`src/rtl/pcie_ext_cap_list_walker.sv`:
```
// Walks the PCIe extended capability list from START_OFFSET until target_cap_id, end of list or fault.
// Optional read-ack timeout is enabled with `define PCIE_ECAP_RD_TIMEOUT_EN.
module pcie_ext_cap_list_walker #(
  parameter logic [11:0] START_OFFSET = 12'h100,
  parameter int unsigned MAX_HOPS     = 64,
  parameter int unsigned RD_TIMEOUT   = 256
) (
  input  logic        clk,
  input  logic        rst,
  input  logic        start,
  input  logic [15:0] target_cap_id,
  output logic        busy,
  output logic        done,
  output logic        found,
  output logic [11:0] found_offset,
  output logic [3:0]  found_version,
  output logic [2:0]  err_code,
  output logic        cfg_rd_req,
  output logic [11:0] cfg_rd_addr,
  input  logic        cfg_rd_ack,
  input  logic [31:0] cfg_rd_data,
  output logic        hdr_valid,
  output logic [31:0] hdr_data
);

  localparam int unsigned   HopW        = $clog2(MAX_HOPS + 1);
  localparam logic [HopW-1:0] HopLast   = HopW'(MAX_HOPS - 1);
  localparam logic [2:0]    ErrNone     = 3'd0;
  localparam logic [2:0]    ErrBadPtr   = 3'd1;
  localparam logic [2:0]    ErrHopLimit = 3'd2;
  localparam logic [2:0]    ErrAllOnes  = 3'd3;

  if (MAX_HOPS < 1 || RD_TIMEOUT < 1) begin : g_param_check
    $error("MAX_HOPS and RD_TIMEOUT must both be at least 1");
  end

  typedef enum logic [1:0] {StIdle, StReq, StCheck} state_e;

  state_e            state_q, state_d;
  logic              done_q, done_d;
  logic              found_q, found_d;
  logic [11:0]       found_offset_q, found_offset_d;
  logic [3:0]        found_version_q, found_version_d;
  logic [2:0]        err_q, err_d;
  logic [11:0]       addr_q, addr_d;
  logic [HopW-1:0]   hop_q, hop_d;
  logic [15:0]       target_q, target_d;
  logic [31:0]       hdr_data_q, hdr_data_d;
  logic              hdr_valid_q, hdr_valid_d;
  logic              walk_end;
  logic [11:0]       next_ptr;

`ifdef PCIE_ECAP_RD_TIMEOUT_EN
  localparam int unsigned     TmoW       = $clog2(RD_TIMEOUT + 1);
  localparam logic [TmoW-1:0] TmoLast    = TmoW'(RD_TIMEOUT - 1);
  localparam logic [2:0]      ErrTimeout = 3'd4;
  logic [TmoW-1:0] tmo_q, tmo_d;
`endif

  assign next_ptr = hdr_data_q[31:20];

  always_comb begin
    state_d         = state_q;
    done_d          = 1'b0;
    found_d         = found_q;
    found_offset_d  = found_offset_q;
    found_version_d = found_version_q;
    err_d           = err_q;
    addr_d          = addr_q;
    hop_d           = hop_q;
    target_d        = target_q;
    hdr_data_d      = hdr_data_q;
    hdr_valid_d     = 1'b0;
    walk_end        = 1'b0;
`ifdef PCIE_ECAP_RD_TIMEOUT_EN
    // Only counts while waiting; any other state leaves it at zero for the next REQ entry.
    tmo_d = (state_q == StReq) ? tmo_q + TmoW'(1) : '0;
`endif
    unique case (state_q)
      StIdle: begin
        if (start) begin
          target_d        = target_cap_id;
          addr_d          = START_OFFSET;
          hop_d           = '0;
          found_d         = 1'b0;
          found_offset_d  = '0;
          found_version_d = '0;
          err_d           = ErrNone;
          state_d         = StReq;
        end
      end
      StReq: begin
        if (cfg_rd_ack) begin
          hdr_data_d  = cfg_rd_data;
          hdr_valid_d = 1'b1;
          state_d     = StCheck;
        end
`ifdef PCIE_ECAP_RD_TIMEOUT_EN
        else if (tmo_q == TmoLast) begin
          err_d    = ErrTimeout;
          walk_end = 1'b1;
        end
`endif
      end
      StCheck: begin
        if (hdr_data_q == 32'hFFFF_FFFF) begin
          err_d    = ErrAllOnes;
          walk_end = 1'b1;
        end else if (hop_q == '0 && hdr_data_q == 32'h0) begin
          walk_end = 1'b1;
        end else if (hdr_data_q[15:0] == target_q) begin
          found_d         = 1'b1;
          found_offset_d  = addr_q;
          found_version_d = hdr_data_q[19:16];
          walk_end        = 1'b1;
        end else if (next_ptr == 12'h000) begin
          walk_end = 1'b1;
        end else if (next_ptr < 12'h100 || next_ptr[1:0] != 2'b00) begin
          err_d    = ErrBadPtr;
          walk_end = 1'b1;
        end else if (hop_q == HopLast) begin
          err_d    = ErrHopLimit;
          walk_end = 1'b1;
        end else begin
          addr_d  = next_ptr;
          hop_d   = hop_q + HopW'(1);
          state_d = StReq;
        end
      end
      default: state_d = StIdle;
    endcase
    if (walk_end) begin
      state_d = StIdle;
      done_d  = 1'b1;
    end
  end

  always_ff @(posedge clk) begin
    if (rst) begin
      state_q         <= StIdle;
      done_q          <= 1'b0;
      found_q         <= 1'b0;
      found_offset_q  <= '0;
      found_version_q <= '0;
      err_q           <= ErrNone;
      addr_q          <= '0;
      hop_q           <= '0;
      target_q        <= '0;
      hdr_data_q      <= '0;
      hdr_valid_q     <= 1'b0;
`ifdef PCIE_ECAP_RD_TIMEOUT_EN
      tmo_q           <= '0;
`endif
    end else begin
      state_q         <= state_d;
      done_q          <= done_d;
      found_q         <= found_d;
      found_offset_q  <= found_offset_d;
      found_version_q <= found_version_d;
      err_q           <= err_d;
      addr_q          <= addr_d;
      hop_q           <= hop_d;
      target_q        <= target_d;
      hdr_data_q      <= hdr_data_d;
      hdr_valid_q     <= hdr_valid_d;
`ifdef PCIE_ECAP_RD_TIMEOUT_EN
      tmo_q           <= tmo_d;
`endif
    end
  end

  assign busy          = (state_q != StIdle);
  assign cfg_rd_req    = (state_q == StReq);
  assign cfg_rd_addr   = addr_q;
  assign done          = done_q;
  assign found         = found_q;
  assign found_offset  = found_offset_q;
  assign found_version = found_version_q;
  assign err_code      = err_q;
  assign hdr_valid     = hdr_valid_q;
  assign hdr_data      = hdr_data_q;

endmodule

```
`config.mk`:
```
export PLATFORM = sky130hd
export DESIGN_NAME = pcie_ext_cap_list_walker
export DESIGN_NICKNAME = d
export VERILOG_FILES = /design/src/rtl/pcie_ext_cap_list_walker.sv
export SDC_FILE = /design/constraint.sdc
export NUM_CORES = 1
export LEC_CHECK = 0
export ABC_AREA = 1
export CORE_MARGIN = 10
export CORE_UTILIZATION = 48
export DETAILED_ROUTE_END_ITERATION = 8
export MAX_ROUTING_LAYER = met4
export PLACE_DENSITY = 0.9
export SLEW_MARGIN = 20
export SYNTH_ARGS = -nofsm -noshare
export SYNTH_HDL_FRONTEND = slang
export SYNTH_SLANG_ARGS = --single-unit
export TNS_END_PERCENT = 50
```
`constraint.sdc`:
```
create_clock -name clk -period 2.11 [get_ports clk]
set_clock_uncertainty 0.2 [all_clocks]
set_input_delay 0.3165 -clock clk [delete_from_list [all_inputs] [get_ports clk]]
set_output_delay 0.3165 -clock clk [all_outputs]
set_load 0.01 [all_outputs]
```
[Yosys cells after proc, flatten, opt, wreduce, memory -nomap -nowiden]
Cells that the tools add are included.
Storage, ports and cells
  bits in registers: 91
  bits of input ports: 52
Cells by class
  add/subtract/negate cells: 1
  $lt $le $gt $ge: 1
  equality and inequality tests: 18
  muxes and demuxes: 57
  bitwise gates (word level): 1
  reductions and logical operators: 17
Operator list (number)
  12-bit 2-to-1 mux: 11
  7-bit 2-to-1 mux: 7
  12-bit one-hot mux with 2 select lines: 2
  32-bit equality test, second input constant: 1
  32-bit zero test: 1
  3-bit 2-to-1 mux: 7
  16-bit equality test: 1
  2-bit 2-to-1 mux: 8
  4-bit 2-to-1 mux: 4
  2-bit != test, second input constant: 8
  8-bit AND reduction: 2
  7-bit one-hot mux with 2 select lines: 1
  1-bit 2-to-1 mux: 13
  12-bit zero test: 1
  12-bit by 9-bit < comparator with 1-bit output, second input constant: 1
  3-bit != test, second input constant: 3
  4-bit one-hot mux with 2 select lines: 1
  7-bit by 1-bit adder with 7-bit output, second input constant: 1
  7-bit by 6-bit equality test with 1-bit output, second input constant: 1
  7-bit zero test: 1
  2-bit one-hot mux with 3 select lines: 1
  3-bit one-hot mux with 2 select lines: 1
  6-bit AND reduction: 1
  2-bit nonzero test: 3
  12 further kinds: 14

[Longest topological paths before layout]
Gate-level depths: netlist of run 1.
  depth after elaboration: 9
  depth in mapped cells: 12
  gate-level depth less buffers: 12

[Least setup slack after synthesis of run 1]
No wires, ideal clock.
  path kind: reg2reg
  start point: register hop_q[0]
  end point: register found_offset_q[10] (netlist: found_offset[10])
  data arrival time: 1.571 ns
  data required time: 1.841 ns
  setup slack: 0.270 ns
  stages on the path, launching flop included: 12
  buffers on the path: 1
  period minus slack after synthesis: 1.840 ns
  path through: dfxtp_1 > inv_1 > ha_1 > nand3_1 > or2_1 > nor2_2 > nand3_2 > nand2_2 > nand2_4 > clkbuf_1 > nand4_1 > a21oi_2
Between the ends
  cells in the longest elaborated chain, start to end: 4
Ends and longest elaborated chain
  from (decl): RTL line 46  | logic [HopW-1:0] hop_q, hop_d;
  from (signal assigned): RTL line 162  | hop_q <= hop_d;
  7-bit zero test: RTL line 109  | end else if (hop_q == '0 && hdr_data_q == 32'h0) begin
  1-bit logical AND: RTL line 109
  2-bit != test (no source line)
  5-bit AND reduction (no source line)
  to (signal assigned): RTL line 158  | found_offset_q <= found_offset_d;
  to (decl): RTL line 42  | logic [11:0] found_offset_q, found_offset_d;
Every way passes these cells.
A chain may end at the register's enable or synchronous reset.

[Final worst setup path of run 1]
  start point: register hdr_data_q[31] (netlist: hdr_data[31])
  end point: register found_offset_q[3] (netlist: found_offset[3])
Between the ends
  cells in the longest elaborated chain, start to end: 4
  elaborated cells between the ends (all ways): 6
  those cells by class: eq/ne (3); reduce/logical (3)
Ends and longest elaborated chain
  from (decl): RTL line 48  | logic [31:0] hdr_data_q, hdr_data_d;
  from (signal assigned): RTL line 164  | hdr_data_q <= hdr_data_d;
  32-bit zero test: RTL line 109
  1-bit logical AND: RTL line 109
  2-bit != test (no source line)
  5-bit AND reduction (no source line) (*)
Mark *: on every way between the ends. The rest lies on a longest branch, timed or not.

==> results.md, run 1 <==
- Synth top area share: 42.1%
- Pwr/cell area: 737 mW/mm^2
- Initial antenna violation count: 0
- Top-count cell post-synth: nand2_1
- Tot GR Track Use: 20.5%
- Boundary pin count: 120
- Kind of cell adding the most delay to the critical path: simple AND/OR/NAND/NOR gates
- Leak pwr: 2.37 nW
- Post-synthesis cell type with the largest combined area: dfxtp_1
- Via density per instance: 5.35
- Crit path max-delay cell type: dfxtp_1
- Vias in the first global route: 4498
- DP HPWL: 9.94 mm
- Critical Path RT: 2.14 ns
- Critical Path AT: 2.04 ns
- Avg Cell Area, Syn: 7.02 um^2
- Cell variety after synth: 31
- Port Buffers: 118
- Most used DFF post-synth: dfxtp_1
- Max cap viols: 0
- GRT overflow: 0
- Final Hold Fails: 0
- Row cnt: 34
- Cell Area, Synth: 0.00428 mm^2
- Synthesis warning total: 0
- First-pass GRT wire length: 21.6 mm
- Top cells by area, synth: dfxtp_1, nand2_1, nor2_1
- Number of remaining DRC errors: 0
- Average wire per standard cell: 16.1 um
- R2R cell count: 10
- Fin Setup TNS: 0 ns
- Status: completed
- Setup Viol. Count Final: 0
- CP startpoint kind: flop
- DRT Wirelength: 13.7 mm
- Detailed router's first-iteration violation count: 328
- WP depth: 10
- Placed cell areas: 0.00563 mm^2
- Post-synth EDFFs: 0
- TritonRoute pass-1 iters: 4
- Post-synthesis adder-cell area fraction: 0.585%
- Post-synthesis sequential area ratio: 42.1%
- Layout cell share with drive strength beyond 1: 13.1%
- CTS Buf Count: 9
- Final min period: 2.01 ns
- Sink Count: 90
- CP dominant cell by count: nand2_1
- Peak VDD IR: 0.434 mV
- Mux cell area share after synthesis: 0%
- Critical Path Sink Type: flop
- Min-Delay Path Class: flop to flop
- Die Footprint: 0.0131 mm^2
- Core footprint: 0.00868 mm^2
- Clock tree root buffer cell: clkbuf_8
- CP Class: flop to flop
- XOR/XNOR Fraction of Synth Area: 2.05%
- Vias: 4524
- H-tree Lvls: 3
- Net count, final: 787
- Most frequent cells after synthesis: nand2_1, nor2_1, dfxtp_1, a21oi_1, inv_1
- Gpl congestion: 0.880
- Post-Syn Instances: 609
- Total inserted antenna cells: 0
- Area delta synth->final: 40.0%
- Clock transition at path regs: 0.10 ns
- Slowest Stage Delay on Critical Path: 0.41 ns
- Bufs and invs on worst path: 1
- CTS tree: built
- Main combinational cell family by area after synthesis: simple AND/OR/NAND/NOR gates
- Count of hold-fix buffers inserted at cts: 0
- Hold depth: 2
- Cell Chain, Critical Path: nand2_1 > nor2_1 > nand2_1 > nor3_2 > nand2_1 > nand2_4 > nand2_8 > buf_6 > nand4_1 > a21oi_1
- Syn_nets: 663
- Post-synthesis register bit count: 90
- Pin count of the biggest net entering global routing: 53
- Final ANT Viol Nets: 0
- Simple-gate area share of the yosys netlist: 32.6%
- Die width: 114 um
- Cell area after layout: 0.00599 mm^2
- Max FO, Critical Path: 10
- Die extent in y: 114 um
- Clk Latency, worst-skew pair: 0.35 ns
- Initial Util: 49.3%
- Ys async rst share: 0%
- FMAX: 496 MHz
- Max Root-Sink Buffers: 2
- Crit share post-route: 95.5%
- Compound-Gate Fraction of Synth Area: 14.3%
- Max-slew violations: 0
## report_power, final
| group | total [mW] | switching (mW) | leakage [nW] | internal [mW] |
|---|---|---|---|---|
| logic | 1.22 | 0.670 | 1.53 | 0.545 |
| clock network | 1.22 | 0.661 | 0.0973 | 0.558 |
| registers | 1.98 | 0.139 | 0.742 | 1.84 |
## tightest hold or removal path: stages, from the launching register on
cell	delay, ns
dfxtp_1	0.33
nand2_2	0.07
a21oi_2	0.04
## area by class of cell
class / count / area (um^2)
Clock buffer: 9 / 124
Clock inverter: 7 / 78.8
Fill cell: 723 / 2690
Inverter: 54 / 203
Multi-Input combinational cell: 437 / 2210
Sequential cell: 90 / 1820
Tap cell: 108 / 135
Timing Repair Buffer: 141 / 1420
## per-stage QoR
stage / worst slack [ns] / power (mW) / std cells / hold WS (ns) / util, %
after floorplan: 0.270 / 2.65 / 609 / 0.244 / -
after CTS: 0.00682 / 4.34 / 841 / 0.270 / 67.3
final: 0.0959 / 4.41 / 846 / 0.269 / 69.0
after global routing: -0.0768 / 4.63 / 846 / 0.290 / 69.0
after detailed placement: 0.0394 / 3.14 / 825 / 0.255 / 64.9
after global placement: 0.0783 / 3.10 / 825 / 0.253 / 64.9
## metal layers
| metal | GRT usage, % | wire, um | part of all wire (%) | vias to the layer above |
|---|---|---|---|---|
| li1 | - | - | - | 2203 |
| met1 | 24.2 | 5550 | 41 | 2096 |
| met2 | 32.9 | 6800 | 50 | 194 |
| met3 | 4.77 | 960 | 7.0 | 31 |
| met4 | 8.10 | 339 | 2.5 | 0 |
| met5 | - | 0 | 0 | - |
## state kept, by name (all words and copies together) (netlist names)
register,flops
hdr_data,32
target_q,16
cfg_rd_addr,12
found_offset,12
hop_q,7
found_version,4
err_code,2
state_q,2
done,1
found,1
hdr_valid,1
## logic make-up (layout without fill, tap and decap cells)
kind of cell	after synthesis	after routing
AO/OA/AOI/OAI	115	115
XOR/XNOR	10	10
flip-flops	90	90
buffers and inverters	84	211
adder cells (fa/ha/maj)	2	2
AND/OR/NAND/NOR	307	309
other	1	1
## placed cells by master, fill, tap and decap left out, types with 10 or more instances in the layout
cell / n
buf_4: 16
nor2_1: 91
clkdlybuf4s50_1: 117
a21oi_2: 10
a21oi_1: 66
nand4_1: 16
o21ai_0: 38
dfxtp_2: 14
nand2_1: 132
inv_1: 51
nand3_1: 35
nand2_4: 10
dfxtp_1: 76
## path summary, 6_finish.rpt
kind	endpoint	slack [ns]	from
max	found_offset[3]$_SDFFE_PP0P_	0.1	hdr_data[31]$_SDFFE_PP0P_
min	found_offset[0]$_SDFFE_PP0P_	0.27	found_offset[0]$_SDFFE_PP0P_
max reg2reg	found_offset[3]$_SDFFE_PP0P_	0.1	hdr_data[31]$_SDFFE_PP0P_
min reg2reg	found_offset[0]$_SDFFE_PP0P_	0.27	found_offset[0]$_SDFFE_PP0P_
## what timing repair did
action / in CTS / in global routing
gates resized for setup: 2 / 29
endpoints found under the setup margin: 1 / 36
buffers inserted: 0 / 3
pin swaps: 0 / 2
cloned: 0 / 2
Note: power is estimated with default switching activity, not from simulation.
==> run 2, diff against run 1 <==
--- a/config.mk
+++ b/config.mk
@@ -6,11 +6,11 @@
 export NUM_CORES = 1
 export LEC_CHECK = 0
 export ABC_AREA = 1
-export CORE_MARGIN = 10
-export CORE_UTILIZATION = 48
+export CORE_MARGIN = 2
+export CORE_UTILIZATION = 52
 export DETAILED_ROUTE_END_ITERATION = 8
 export MAX_ROUTING_LAYER = met4
-export PLACE_DENSITY = 0.9
+export PLACE_DENSITY = 0.86
 export SLEW_MARGIN = 20
 export SYNTH_ARGS = -nofsm -noshare
 export SYNTH_HDL_FRONTEND = slang
==> constraint.sdc (replaced) <==
create_clock -name clk -period 2.4 [get_ports clk]
set_clock_uncertainty 0.2 [all_clocks]
set_input_delay 0.36 -clock clk [delete_from_list [all_inputs] [get_ports clk]]
set_output_delay 0.36 -clock clk [all_outputs]
set_load 0.01 [all_outputs]
==> results.md, run 2 (synthesis gave the netlist of run 1 again) <==
- Most frequent cells in the layout: nand2_1, clkdlybuf4s50_1, nor2_1
- Critical Path RT: 1.84 ns
- Final Hold Fails: 0
- Crit share post-route: 93.1%
- Min-Delay Path Class: flop to flop
- First-pass GRT wire length: 19.6 mm
- Final Util: 71.0%
- Detailed router's first-iteration violation count: 203
- Die extent in y: 94.7 um
- DRT Wirelength: 11.9 mm
- Net count, final: 775
- Critical Path AT: 1.67 ns
- H-tree Lvls: 3
- Vias in the first global route: 4118
- DP Cell Count: 815
- FMAX: 448 MHz
- Clock transition at path regs: 0.09 ns
- Number of remaining DRC errors: 0
- Largest register FFs: 32
- Pwr Total: 3.74 mW
- Area delta synth->final: 34.3%
- Final ANT Viol Nets: 0
- RSZ-0062 raised after global routing: no
- Fin Setup TNS: 0 ns
- Layout cell share with drive strength beyond 1: 8.95%
- Row cnt: 33
- Max cap viols: 0
- Max Root-Sink Buffers: 2
- Port Buffers: 118
- Status: completed
- Tot GR Track Use: 28.4%
- Most common cell after layout, fill and taps aside: nand2_1
- DP HPWL: 8.82 mm
- Boundary pin count: 120
- Core footprint: 0.00809 mm^2
- Initial Util: 52.8%
- Final min period: 2.23 ns
- Max FO, Critical Path: 4
- TritonRoute pass-1 iters: 5
- Peak VDD IR: 0.432 mV
- Count of hold-fix buffers inserted at cts: 0
- Sink Count: 90
- Die width: 94.7 um
- Pwr/cell area: 651 mW/mm^2
- Critical Path Sink Type: output port
- Setup Viol. Count Final: 0
- # fillers: 667
- CTS Buf Count: 9
- Die Footprint: 0.00896 mm^2
- Clock tree root buffer cell: clkbuf_8
- Total inserted antenna cells: 0
- Leak pwr: 2.28 nW
- CP startpoint kind: flop
- CP Class: flop to output port
- Gpl congestion: 0.841
- GRT overflow: 0
- Initial antenna violation count: 0
- Via density per instance: 5.28
- Vias: 4386
- Clk Latency, worst-skew pair: 0.36 ns
- Finished Layout Cells: 831
- Average wire per standard cell: 14.3 um
- CTS tree: built
- Pin count of the biggest net entering global routing: 53
- Max-slew violations: 0
## run 2: cell count changes in the layout (fill, tap and decap cells not counted), sizes merged
cell | previous run | this run
clkbuf | 9 | 10
clkdlybuf4s50 | 117 | 118
dlymetal6s2s | 1 | 0
clkinvlp | 2 | 3
buf | 23 | 13
clkinv | 3 | 1
nand2 | 148 | 146
## run 2: critical path: stages (launching register included)
cell	delay (ns)
dfxtp_1	0.34
inv_1	0.09
nor2_1	0.27
clkdlybuf4s50_1	0.61
## run 2: through the flow
stage	hold WS [ns]	area, um^2	setup WS (ns)
after global routing	0.291	5740	0.0100
after floorplan	0.244	4280	0.560
final	0.270	5740	0.166
after CTS	0.269	5730	0.173
after detailed placement	0.258	5540	0.264
after global placement	0.251	5540	0.285
## run 2: path summary, 6_finish.rpt
path / startpoint / to / slack [ns] / cells after the start
setup / recovery: state_q[0]$_SDFFE_PP0P_ / cfg_rd_req / 0.17 / 3
hold / removal: cfg_rd_addr[1]$_SDFFE_PP0P_ / cfg_rd_addr[1]$_SDFFE_PP0P_ / 0.27 / 2
setup reg to reg: hop_q[0]$_SDFFE_PP0P_ / hop_q[4]$_SDFFE_PP0P_ / 0.21 / 10
hold reg to reg: cfg_rd_addr[1]$_SDFFE_PP0P_ / cfg_rd_addr[1]$_SDFFE_PP0P_ / 0.27 / 2
## run 2: area by class of cell
| type | count | area [um^2] | area share (%) |
|---|---|---|---|
| multi-input combinational | 435 | 2130 | 37.1 |
| sequential | 90 | 1800 | 31.4 |
| timing repair buffer | 131 | 1280 | 22.3 |
| inverter | 54 | 203 | 3.53 |
| tap | 105 | 131 | 2.29 |
| clock buffer | 10 | 128 | 2.22 |
| clock inverter | 6 | 66.3 | 1.15 |
## run 2: power by group
| part | switching (mW) | internal, mW | total, mW |
|---|---|---|---|
| combinational | 0.534 | 0.433 | 0.967 |
| sequential | 0.123 | 1.61 | 1.74 |
| clock | 0.554 | 0.484 | 1.04 |
## run 2: timing repair
item / 4_1_cts / 5_1_grt
setup buffers: 0 / 0
resized for setup: 0 / 2
setup endpoints to repair: 0 / 5
## run 2: layer usage
layer | part of all wire [%] | wire length, um | track usage [%] | up-vias
li1 | - | - | - | 2180
met1 | 45 | 5330 | 36.8 | 2055
met2 | 48 | 5700 | 45.5 | 134
met3 | 5.5 | 653 | 5.99 | 17
met4 | 1.5 | 179 | 7.25 | 0
met5 | 0 | 0 | - | -
